`src/rtl/text_overlay_draw.sv`:
```
// text_overlay_draw: text-window overlay stage that addresses a text RAM / font ROM chain and merges glyph pixels into the RGB stream.
//
// Ports:
//   i_pclk, i_rst_n            pixel clock, asynchronous active-low reset
//   i_hcount/i_vcount          12-bit pixel coordinates
//   i_hsync/i_hblnk/i_vsync/i_vblnk, i_rgb   upstream timing and colour
//   i_rom_word                 glyph row byte returned by the font ROM (bit 7 = leftmost pixel)
//   i_hl_en, i_hl_row          highlight request, sampled once per frame on vsync rise
//   o_char_addr                {row, col} to text RAM (combinational, 0 outside window)
//   o_char_line                glyph line to font ROM (registered)
//   o_hcount..o_rgb            inputs delayed by 3 clocks, rgb merged with text
//
// Optional feature: define TEXT_OVERLAY_BLINK_EN to compile in the blink frame counter;
// otherwise the highlighted row is shown steadily.
module text_overlay_draw #(
    parameter int          XPOS         = 672,
    parameter int          YPOS         = 320,
    parameter int          COLS         = 72,
    parameter int          ROWS         = 12,
    parameter int          X_ADDR_WIDTH = 7,
    parameter int          Y_ADDR_WIDTH = 4,
    parameter int          SCALE_LOG2   = 0,
    parameter logic [11:0] FG_COLOR     = 12'hfff,
    parameter logic [11:0] BG_COLOR     = 12'h000,
    parameter bit          BG_OPAQUE    = 1'b0,
    parameter int          BLINK_FRAMES = 30
) (
    input  logic                                 i_pclk,
    input  logic                                 i_rst_n,
    input  logic [11:0]                          i_hcount,
    input  logic [11:0]                          i_vcount,
    input  logic                                 i_hsync,
    input  logic                                 i_hblnk,
    input  logic                                 i_vsync,
    input  logic                                 i_vblnk,
    input  logic [11:0]                          i_rgb,
    input  logic [7:0]                           i_rom_word,
    input  logic                                 i_hl_en,
    input  logic [Y_ADDR_WIDTH-1:0]              i_hl_row,
    output logic [Y_ADDR_WIDTH+X_ADDR_WIDTH-1:0] o_char_addr,
    output logic [3:0]                           o_char_line,
    output logic [11:0]                          o_hcount,
    output logic [11:0]                          o_vcount,
    output logic                                 o_hsync,
    output logic                                 o_hblnk,
    output logic                                 o_vsync,
    output logic                                 o_vblnk,
    output logic [11:0]                          o_rgb
);

    if (COLS > (1 << X_ADDR_WIDTH)) begin : g_cols_chk
        $error("COLS exceeds column address space");
    end
    if (ROWS > (1 << Y_ADDR_WIDTH)) begin : g_rows_chk
        $error("ROWS exceeds row address space");
    end
    if (SCALE_LOG2 < 0 || SCALE_LOG2 > 2) begin : g_scale_chk
        $error("SCALE_LOG2 must be 0..2");
    end
    if (BLINK_FRAMES < 1) begin : g_blink_chk
        $error("BLINK_FRAMES must be at least 1");
    end

    localparam logic [11:0] XP = 12'(XPOS);
    localparam logic [11:0] YP = 12'(YPOS);
    // one bit wider so a window touching the 4096 boundary still compares correctly
    localparam logic [12:0] XE = 13'(XPOS + COLS * (8 << SCALE_LOG2));
    localparam logic [12:0] YE = 13'(YPOS + ROWS * (16 << SCALE_LOG2));

    typedef struct packed {
        logic [11:0]             hc;
        logic [11:0]             vc;
        logic                    hs;
        logic                    hb;
        logic                    vs;
        logic                    vb;
        logic [11:0]             rgb;
        logic                    win;
        logic [2:0]              bit_idx;
        logic [Y_ADDR_WIDTH-1:0] row;
    } stage_t;

    logic [11:0]             hrel;
    logic [11:0]             vrel;
    logic                    in_win;
    logic [X_ADDR_WIDTH-1:0] col;
    logic [Y_ADDR_WIDTH-1:0] row;
    stage_t                  st0;
    stage_t                  st1;
    stage_t                  st2;
    logic                    vs_d;
    logic                    vs_rise;
    logic                    hl_en_q;
    logic [Y_ADDR_WIDTH-1:0] hl_row_q;
    logic                    blink_on;
    logic                    pix_set;
    logic                    hl_hit;
    logic [11:0]             rgb_nxt;

    assign hrel    = i_hcount - XP;
    assign vrel    = i_vcount - YP;
    assign in_win  = (i_hcount >= XP) && ({1'b0, i_hcount} < XE) &&
                     (i_vcount >= YP) && ({1'b0, i_vcount} < YE);
    assign col     = X_ADDR_WIDTH'(hrel >> (3 + SCALE_LOG2));
    assign row     = Y_ADDR_WIDTH'(vrel >> (4 + SCALE_LOG2));
    assign o_char_addr = in_win ? {row, col} : '0;
    assign st0     = {i_hcount, i_vcount, i_hsync, i_hblnk, i_vsync, i_vblnk, i_rgb,
                      in_win, 3'(hrel >> SCALE_LOG2), row};
    assign vs_rise = i_vsync && !vs_d;

    // two delay stages line the pixel data up with the RAM + ROM read latency
    always_ff @(posedge i_pclk or negedge i_rst_n) begin
        if (!i_rst_n) begin
            st1         <= '0;
            st2         <= '0;
            o_char_line <= '0;
        end else begin
            st1         <= st0;
            st2         <= st1;
            o_char_line <= 4'(vrel >> SCALE_LOG2);
        end
    end

    // highlight request is frozen per frame so a mid-frame change cannot tear
    always_ff @(posedge i_pclk or negedge i_rst_n) begin
        if (!i_rst_n) begin
            vs_d     <= 1'b0;
            hl_en_q  <= 1'b0;
            hl_row_q <= '0;
        end else begin
            vs_d <= i_vsync;
            if (vs_rise) begin
                hl_en_q  <= i_hl_en;
                hl_row_q <= i_hl_row;
            end
        end
    end

`ifdef TEXT_OVERLAY_BLINK_EN
    localparam int FW = (BLINK_FRAMES > 1) ? $clog2(BLINK_FRAMES) : 1;
    logic [FW-1:0] frame_cnt;

    always_ff @(posedge i_pclk or negedge i_rst_n) begin
        if (!i_rst_n) begin
            frame_cnt <= '0;
            blink_on  <= 1'b1;
        end else if (vs_rise) begin
            if (frame_cnt == FW'(BLINK_FRAMES - 1)) begin
                frame_cnt <= '0;
                blink_on  <= ~blink_on;
            end else begin
                frame_cnt <= frame_cnt + 1'b1;
            end
        end
    end
`else
    assign blink_on = 1'b1;
`endif

    // bit 7 of the glyph byte is the leftmost pixel, hence the inverted index
    always_comb begin
        pix_set = i_rom_word[~st2.bit_idx];
        hl_hit  = hl_en_q && (st2.row == hl_row_q) && blink_on;
        rgb_nxt = (st2.hb || st2.vb) ? 12'h000 :
                  !st2.win           ? st2.rgb :
                  hl_hit             ? (pix_set ? BG_COLOR : FG_COLOR) :
                  pix_set            ? FG_COLOR :
                  BG_OPAQUE          ? BG_COLOR : st2.rgb;
    end

    always_ff @(posedge i_pclk or negedge i_rst_n) begin
        if (!i_rst_n) begin
            o_hcount <= '0;
            o_vcount <= '0;
            o_hsync  <= 1'b0;
            o_hblnk  <= 1'b0;
            o_vsync  <= 1'b0;
            o_vblnk  <= 1'b0;
            o_rgb    <= '0;
        end else begin
            o_hcount <= st2.hc;
            o_vcount <= st2.vc;
            o_hsync  <= st2.hs;
            o_hblnk  <= st2.hb;
            o_vsync  <= st2.vs;
            o_vblnk  <= st2.vb;
            o_rgb    <= rgb_nxt;
        end
    end

endmodule
```
`config.mk`:
```
export PLATFORM = sky130hd
export DESIGN_NAME = text_overlay_draw
export DESIGN_NICKNAME = d
export VERILOG_FILES = /design/src/rtl/text_overlay_draw.sv
export SDC_FILE = /design/constraint.sdc
export NUM_CORES = 1
export LEC_CHECK = 0
export CORE_ASPECT_RATIO = 0.6
export CORE_MARGIN = 4
export CORE_UTILIZATION = 50
export DETAILED_ROUTE_END_ITERATION = 16
export GPL_TIMING_DRIVEN = 0
export PLACE_DENSITY = 0.84
export SETUP_SLACK_MARGIN = 0.2
export SLEW_MARGIN = 20
export SYNTH_ARGS = -nofsm -noshare
export SYNTH_HDL_FRONTEND = slang
export SYNTH_SLANG_ARGS = --single-unit
```
`constraint.sdc`:
```
create_clock -name i_pclk -period 3 [get_ports i_pclk]
set_input_delay 0.45 -clock i_pclk [delete_from_list [all_inputs] [get_ports i_pclk]]
set_output_delay 0.45 -clock i_pclk [all_outputs]
set_load 0.005 [all_outputs]
```
* Word-level counts from Yosys, hierarchy flattened
Index checks and enable logic that the tools add are counted.
** Word-level totals
- Register bits after elaboration :: 145
- Bits in latches :: 0
- RAM bits :: 0
- Memory bits (read-only) :: 0
- Input port bits :: 55
- Output and inout port bits :: 55
- Logic and storage cells :: 54
- Memories :: 0
** Operators by class
- Add/sub/neg operators :: 2
- $mul :: 0
- Divide/modulo/power cells :: 0
- $lt $le $gt $ge :: 5
- Eq/ne operators :: 1
- Shifts and indexed selects :: 0
- Multiplexer cells :: 8
- Bitwise gates (word level) :: 1
- Reduce and logical (&&, ||, !) cells :: 7
** Operator list (count)
- $mux 12 :: 5
- $ge 12x10->1 const B :: 1
- $ge 12x9->1 const B :: 1
- $lt 12x10->1 const B :: 1
- $lt 12x11->1 const B :: 1
- $mux 11 :: 1
- $sub 10x10->10 const B :: 1
- $sub 8x7->8 const B :: 1
- $logic_and 1x1->1 :: 5
- $eq 4x4->1 :: 1
- $lt 3x4->1 const B :: 1
- $bmux 1 s3 :: 1
- $not 3->3 :: 1
- $logic_not 1->1 :: 1
- $logic_or 1x1->1 :: 1
- $mux 1 :: 1

* Depth between registers and ports, before layout
Gate-level depths: netlist (run 1).
- Depth in word-level cells :: 7
- Gate-level depth with buffers :: 7
- Gate-level depth less buffers :: 6

* Worst setup path after synthesis (run 1)
No wires, ideal clock.
- Path type :: input -> output
- From :: input i_vcount[7]
- To :: output o_char_addr[6]
- Data arrival time :: 1748 ps
- Data required time :: 2550 ps
- Path slack :: 802 ps
- Stages on the path :: 7
- Path buffers :: 1
- Cells stage by stage :: inv_1 ha_1 or4b_4 o41ai_4 o2111ai_2 buf_6 nor2_4
** On the way
- Cells in the longest elaborated chain, start to end :: 4
- Elaborated cells on any way between the ends :: 5
- Those cells by class :: order compare: 2; mux: 1; reduce/logical: 2
** RTL lines
- start: declaration :: line 31 : input logic [11:0] i_vcount,
- $ge 12x9->1 :: line 103 : (i_vcount >= YP) && ({1'b0, i_vcount} < YE);
- $logic_and 1x1->1 :: line 102 : assign in_win = (i_hcount >= XP) && ({1'b0, i_hcount} < XE) &&
- $logic_and 1x1->1 (*) :: line 103
- $mux 11 (*) :: line 106 : assign o_char_addr = in_win ? {row, col} : '0;
- end: declaration :: line 40 : output logic [Y_ADDR_WIDTH+X_ADDR_WIDTH-1:0] o_char_addr,
Mark *: on every way between the ends. The rest lies on a longest branch, timed or not.

* Worst setup path after layout (run 1)
- From :: input i_vcount[4]
- To :: output o_char_addr[0]
Same word-level chain as after synthesis.

==> results by group, run 1 <==
Status
  – Outcome: finished, final reports clean

Cells and area
  – Util after Layout: 0.793
  – Commonest non-fill, non-tap cells in the layout: dfrtp_1 (131), clkdlybuf4s50_1 (92), clkbuf_16 (17)
  – Final Non-Filler Cells: 471
  – # fillers: 410
  – Most common cell after layout, fill and taps aside: dfrtp_1
  – Area growth syn-to-layout: 50.2%
  – Number of diodes: 0
  – Final #Nets: 412
  – Post-route cell area: 5900 sq um
  – Layout cells sized above 1: 0.226

Clock network
  – Post-CTS Hold Fix Bufs: 0
  – Num CTS Buffers: 17
  – CTS Sinks: 131
  – H-tree level count: 4
  – Clock root buffer: clkbuf_16
  – Clock Pin Slew Worst Setup and Hold Paths: 0.06 ns
  – Later-pin clock latency in the skew report: 0.40 ns
  – Longest Clk Path Bufs: 2
  – TritonCTS clock tree: yes

GRT
  – Gr usage total: 0.188
  – GR Overflow Total: 0
  – Vias in the first global route: 2468
  – Global-route wire length before repair: 12.9 mm
  – Largest net degree at the start of global routing: 76
  – Initial antenna violation count: 0

Timing
  – Tightest Pin Transition: 0.665 ns
  – RSZ-0062 raised after global routing: false
  – Hold WS: 0.0471 ns
  – Crit path time final: 2.68 ns
  – Worst slew margin: 0.556
  – Final number of max-transition violations: 0
  – Fmax: 0.373 GHz
  – Fin. Hold Viols: 0
  – Final period util: 0.893
  – Final count of negative-setup-slack endpoints: 0
  – Setup Skew: 0.00743 ns

Floorplanning
  – # IOs: 110
  – Starting Density: 0.528
  – FP Rows: 24
  – Die area: 9390 sq um
  – Core Region: 7450 sq um
  – Die Y: 76.7 um
  – Horiz. Die Dim: 122 um

Drt
  – Number of detailed-route iterations in the first pass: 4
  – Initial detailed-routing violation count: 141
  – Final WL: 7.88 mm
  – DRT antenna net count: 0
  – Via count: 2209
  – Vias per cell: 4.69
  – Drc violations: 0
  – Wire per inst: 16.7 um

Critical path
  – Reg-to-Reg End: o_rgb[8]
  – WP data required: 2.55 ns
  – Reg-to-reg slack, setup: 1.03 ns
  – R2r worst-path depth: 5
  – Worst-path fanout max: 4
  – Arr. time, crit path: 2.23 ns
  – Setup Crit Path Kind: in -> out
  – Crit. End Element: primary output
  – RR Startpoint: st2[4]
  – CP startpoint kind: primary input

Yosys
  – Post-synth net total: 273
  – Register area share after synthesis: 0.834
  – Mapped Area: 3930 sq um
  – Syn Inst Count: 215
  – Fraction of registers with async set/reset: 1.00
  – Syn_area_per_cell: 18.3 sq um
  – Number of synthesized flops with an enable pin: 0
  – Synth Flop Type: dfrtp_1
  – Post-synthesis register bit count: 131
  – Distinct cells, synth: 31
  – Ys Warns: 0

Job
  – Max-capacitance violation count: 0

Place
  – PortBufs: 109
  – HPWL after detailed placement: 4.93 mm
  – Placed Cells: 429
  – Dpl cell area: 5180 sq um
  – RePlAce Congestion: 0.734

Hold path
  – Tightest Hold Check Type: in -> async

Pwr
  – Power consumption: 4.43 mW
  – Leakage Power: 2.67 nW
  – Max rail drop VDD: 0.593 mV
  – PwrDens: 751 nW/um^2
[synth_stat cells, types with 3 or more instances]
| library cell | n | area, sq um |
|---|---|---|
| nor2_2 | 8 | 50.1 |
| mux2_2 | 4 | 45.0 |
| inv_1 | 16 | 60.1 |
| o31a_1 | 12 | 105 |
| dfrtp_1 | 131 | 3280 |
| buf_4 | 5 | 37.5 |
| nor2_1 | 5 | 18.8 |
| ha_1 | 3 | 37.5 |
[sequential cells by signal, summed over array words and instances, names as in the netlist]
register and flops:
st2 43, o_hsync 1, o_vsync 1, hl_en_q 1, o_vblnk 1, o_hcount 12, o_vcount 12, hl_row_q 4
vs_d 1, o_rgb 12, o_hblnk 1, st1 42
[worst max-delay path: stages]
cell,delay (ns)
clkdlybuf4s15_2,0.21
or4b_4,0.53
o41ai_4,0.30
o2111ai_4,0.21
buf_6,0.19
buf_4,0.12
nor2_2,0.09
buf_2,0.13
[cell families after synthesis]
family	after synthesis	share of synthesized area
buf+inv	25	0.0325
simple gates	23	0.0353
xor+xnor	4	0.00892
fa+ha+maj	3	0.00955
mux	7	0.0274
compound gates	22	0.0522
flops	131	0.834
[power breakdown]
group / switching [mW] / leakage [nW] / internal, mW
logic: 0.101 / 0.791 / 0.149
clock network: 0.731 / 0.324 / 1.56
registers: 0.0342 / 1.55 / 1.86
total: 0.866 / 2.67 / 3.57
[cell type report]
cell class	count	area, sq um	area share
Buffer	9	67.6	0.0114
Clock buffer	18	429	0.0727
Clock inverter	14	234	0.0396
Inverter	16	62.6	0.0106
Multi-Input combinational cell	59	553	0.0937
Sequential cell	131	3280	0.555
Tap cell	104	130	0.0220
Timing Repair Buffer	120	1150	0.195
[timing repair]
item,CTS,global route
pin swaps,5,2
gates resized for setup,68,2
setup endpoints to repair,11,11
cloned,1,0
setup buffers,9,0
[stage by stage]
step	worst slack, ns	TNS [ns]
after floorplan	0.802	0
after global placement	-3.19	-419.71
after detailed placement	-0.388	-3.78
after CTS	0.202	0
after global routing	0.211	0
final	0.320	0
[how the worst max path moves through the flow]
| stage | from | to | cells after the start |
|---|---|---|---|
| finish | i_vcount[4] | o_char_addr[0] | 8 |
| global route | i_vcount[7] | o_char_addr[0] | 10 |
| CTS | i_vcount[4] | o_char_addr[8] | 8 |
| detailed placement | i_vcount[6] | o_char_addr[2] | 8 |
| global placement | i_rst_n | o_rgb[10] | 1 |
| floorplan | i_vcount[7] | o_char_addr[6] | 7 |
[routing by layer]
layer	up-vias	track usage	wire [um]
li1	991	-	-
met1	1116	0.214	3020
met2	86	0.310	4040
met3	16	0.0882	658
met4	0	0.0693	154
met5	-	0	0
Note: power is estimated with default switching activity, not from simulation.
==> run 2: changes to the inputs <==
HOLD_SLACK_MARGIN = 0.12   (was unset)
==> results by group, run 2 (synthesis results as in run 1) <==
Critical path
  – Worst-path fanout max: 4 (unchanged)
  – Crit. End Element: primary output
  – CP startpoint kind: primary input
  – Setup Crit Path Kind: in -> out
  – Arr. time, crit path: 2.22 ns (about the same)
  – WP data required: 2.55 ns (about the same)

Timing
  – Final count of negative-setup-slack endpoints: 0 (unchanged)
  – PnR worst setup slack: 0.334 ns (+0.0136 ns)
  – Worst slew margin: 0.555 (-0.00175)
  – Final period util: 0.889 (-0.00454)
  – Setup Skew: 0.00808 ns (+0.000649 ns)
  – Hold WS: 0.169 ns (+0.122 ns)
  – Tightest Pin Transition: 0.668 ns (+0.00263 ns)
  – Fmax: 0.375 GHz (+0.51%)
  – Final number of max-transition violations: 0 (unchanged)
  – RSZ-0062 raised after global routing: false
  – Fin. Hold Viols: 0 (unchanged)
  – Crit path time final: 2.67 ns (-0.0136 ns)

Floorplanning
  – Core Region: 7450 sq um (unchanged)
  – Die area: 9390 sq um (unchanged)
  – FP Rows: 24 (unchanged)
  – Starting Density: 0.528 (unchanged)
  – Horiz. Die Dim: 122 um (unchanged)
  – Die Y: 76.7 um (unchanged)
  – # IOs: 110 (unchanged)

Pwr
  – P_int: 3.57 mW (about the same)
  – P_sw: 865 uW (-0.10%)
  – Switch share: 0.195 (about the same)
  – Max rail drop VDD: 0.597 mV (+0.71%)
  – PwrDens: 750 nW/um^2 (-0.17%)
  – Power consumption: 4.43 mW (about the same)
  – Leakage Power: 2.67 nW (+0.16%)
  – Comb power frac: 0.057 (about the same)
  – Flop pwr share: 0.428 (about the same)
  – Clock share of power: 0.516 (about the same)

Cells and area
  – Max reg flops: 43 (unchanged)
  – Commonest non-fill, non-tap cells in the layout: dfrtp_1 (131), clkdlybuf4s50_1 (92), clkbuf_16 (17)
  – Final #Nets: 413 (+0.24%)
  – Util after Layout: 0.794 (+0.00134)
  – Top flop regs: st2 x43, st1 x42
  – Number of diodes: 0 (unchanged)
  – Biggest register: st2
  – Area growth syn-to-layout: 50.5%
  – Layout cells sized above 1: 0.226 (-0.000615)
  – Most common cell after layout, fill and taps aside: dfrtp_1

Place
  – HPWL after detailed placement: 4.93 mm (unchanged)
  – RePlAce Congestion: 0.734 (unchanged)
  – PortBufs: 109 (unchanged)
  – Place WS: -0.388 ns (unchanged)

Drt
  – Wire per inst: 16.7 um (-0.33%)
  – DRT antenna net count: 0 (unchanged)
  – Number of detailed-route iterations in the first pass: 5 (+1)
  – Via count: 2210 (+0.045%)
  – Drc violations: 0 (unchanged)
  – Vias per cell: 4.68 (-0.17%)
  – Final WL: 7.87 mm (-0.11%)
  – Initial detailed-routing violation count: 156 (+11%)

GRT
  – GR Overflow Total: 0 (unchanged)
  – Gr usage total: 0.188 (+0.000322)
  – Initial antenna violation count: 0 (unchanged)
  – Vias in the first global route: 2485 (+0.69%)
  – Largest net degree at the start of global routing: 76 (unchanged)
  – Global-route wire length before repair: 12.9 mm (+0.38%)

Clock network
  – Longest Clk Path Bufs: 2 (unchanged)
  – TritonCTS clock tree: yes
  – H-tree level count: 4 (unchanged)
  – Later-pin clock latency in the skew report: 0.40 ns (about the same)
  – Clock root buffer: clkbuf_16
  – CTS Sinks: 131 (unchanged)
  – Num CTS Buffers: 17 (unchanged)
  – Clock Pin Slew Worst Setup and Hold Paths: 0.06 ns (about the same)

Hold path
  – Tightest Hold Check Type: in -> reg

Status
  – Outcome: finished, final reports clean

Job
  – Max-capacitance violation count: 0 (unchanged)
==> run 2: cell types whose count changed in the layout (fill, tap and decap cells not counted), sizes merged <==
cell | previous run | this run
dlygate4sd3 | 0 | 1
==> run 2: power by group through the flow <==
stage / registers, mW / clock network (mW) / logic (mW)
3_5_place_dp: 1.93 / 0 / 0.249
3_3_place_gp: 1.92 / 0 / 0.238
2_1_floorplan: 1.92 / 0 / 0.0574
4_1_cts: 1.90 / 2.32 / 0.256
5_1_grt: 1.90 / 2.42 / 0.276
6_report: 1.90 / 2.29 / 0.252
==> run 2: path summary, 6_finish.rpt <==
kind | depth (start not counted) | start | to | slack (ns)
max | 8 | i_vcount[4] | o_char_addr[1] | 0.33
min in group asynchronous | 2 | i_rst_n | st2[21] | 0.62
min | 1 | i_vcount[7] | st1[31] | 0.17
min reg2reg | 0 | st2[32] | o_vcount[8] | 0.34
max reg2reg | 5 | st2[4] | o_rgb[8] | 1.01
max in group asynchronous | 3 | i_rst_n | st1[35] | 1.67
==> run 2: through the flow <==
| step | area (sq um) | setup TNS, ns | std cells |
|---|---|---|---|
| after floorplan | 3930 | 0 | 215 |
| after global routing | 5910 | 0 | 472 |
| final | 5910 | 0 | 472 |
| after CTS | 5900 | 0 | 472 |
| after detailed placement | 5180 | -3.78 | 429 |
| after global placement | 5150 | -419.71 | 428 |
==> run 2: critical path, stage by stage <==
cell	delay [ns]
clkdlybuf4s15_2	0.21
or4b_4	0.53
o41ai_4	0.30
o2111ai_4	0.21
buf_6	0.19
buf_4	0.13
nor2_2	0.08
buf_2	0.12
==> run 2: layout make-up <==
| class | instances | area (sq um) |
|---|---|---|
| inverters | 16 | 62.6 |
| flip-flops and latches | 131 | 3280 |
| well taps | 104 | 130 |
| clock buffers | 18 | 429 |
| plain buffers | 9 | 67.6 |
| fillers | 407 | 1530 |
| repair buffers | 121 | 1160 |
| multi-input cells | 59 | 553 |
| clock inverters | 14 | 234 |
==> run 2: repair_timing <==
action                                  in CTS  in global routing
hold buffers                                 1                  0
endpoints found under the setup margin      11                 11
gates resized for setup                     68                  2
setup buffers                                9                  0
pin swaps                                    5                  2
endpoints found under the hold margin       74                  0
cloned                                       1                  0
==> run 2: layer usage <==
metal	vias to the layer above	share of wire	GRT usage
li1	994	-	-
met4	0	0.019	0.0693
met1	1115	0.39	0.216
met5	-	0	0
met2	85	0.51	0.310
met3	16	0.084	0.0875
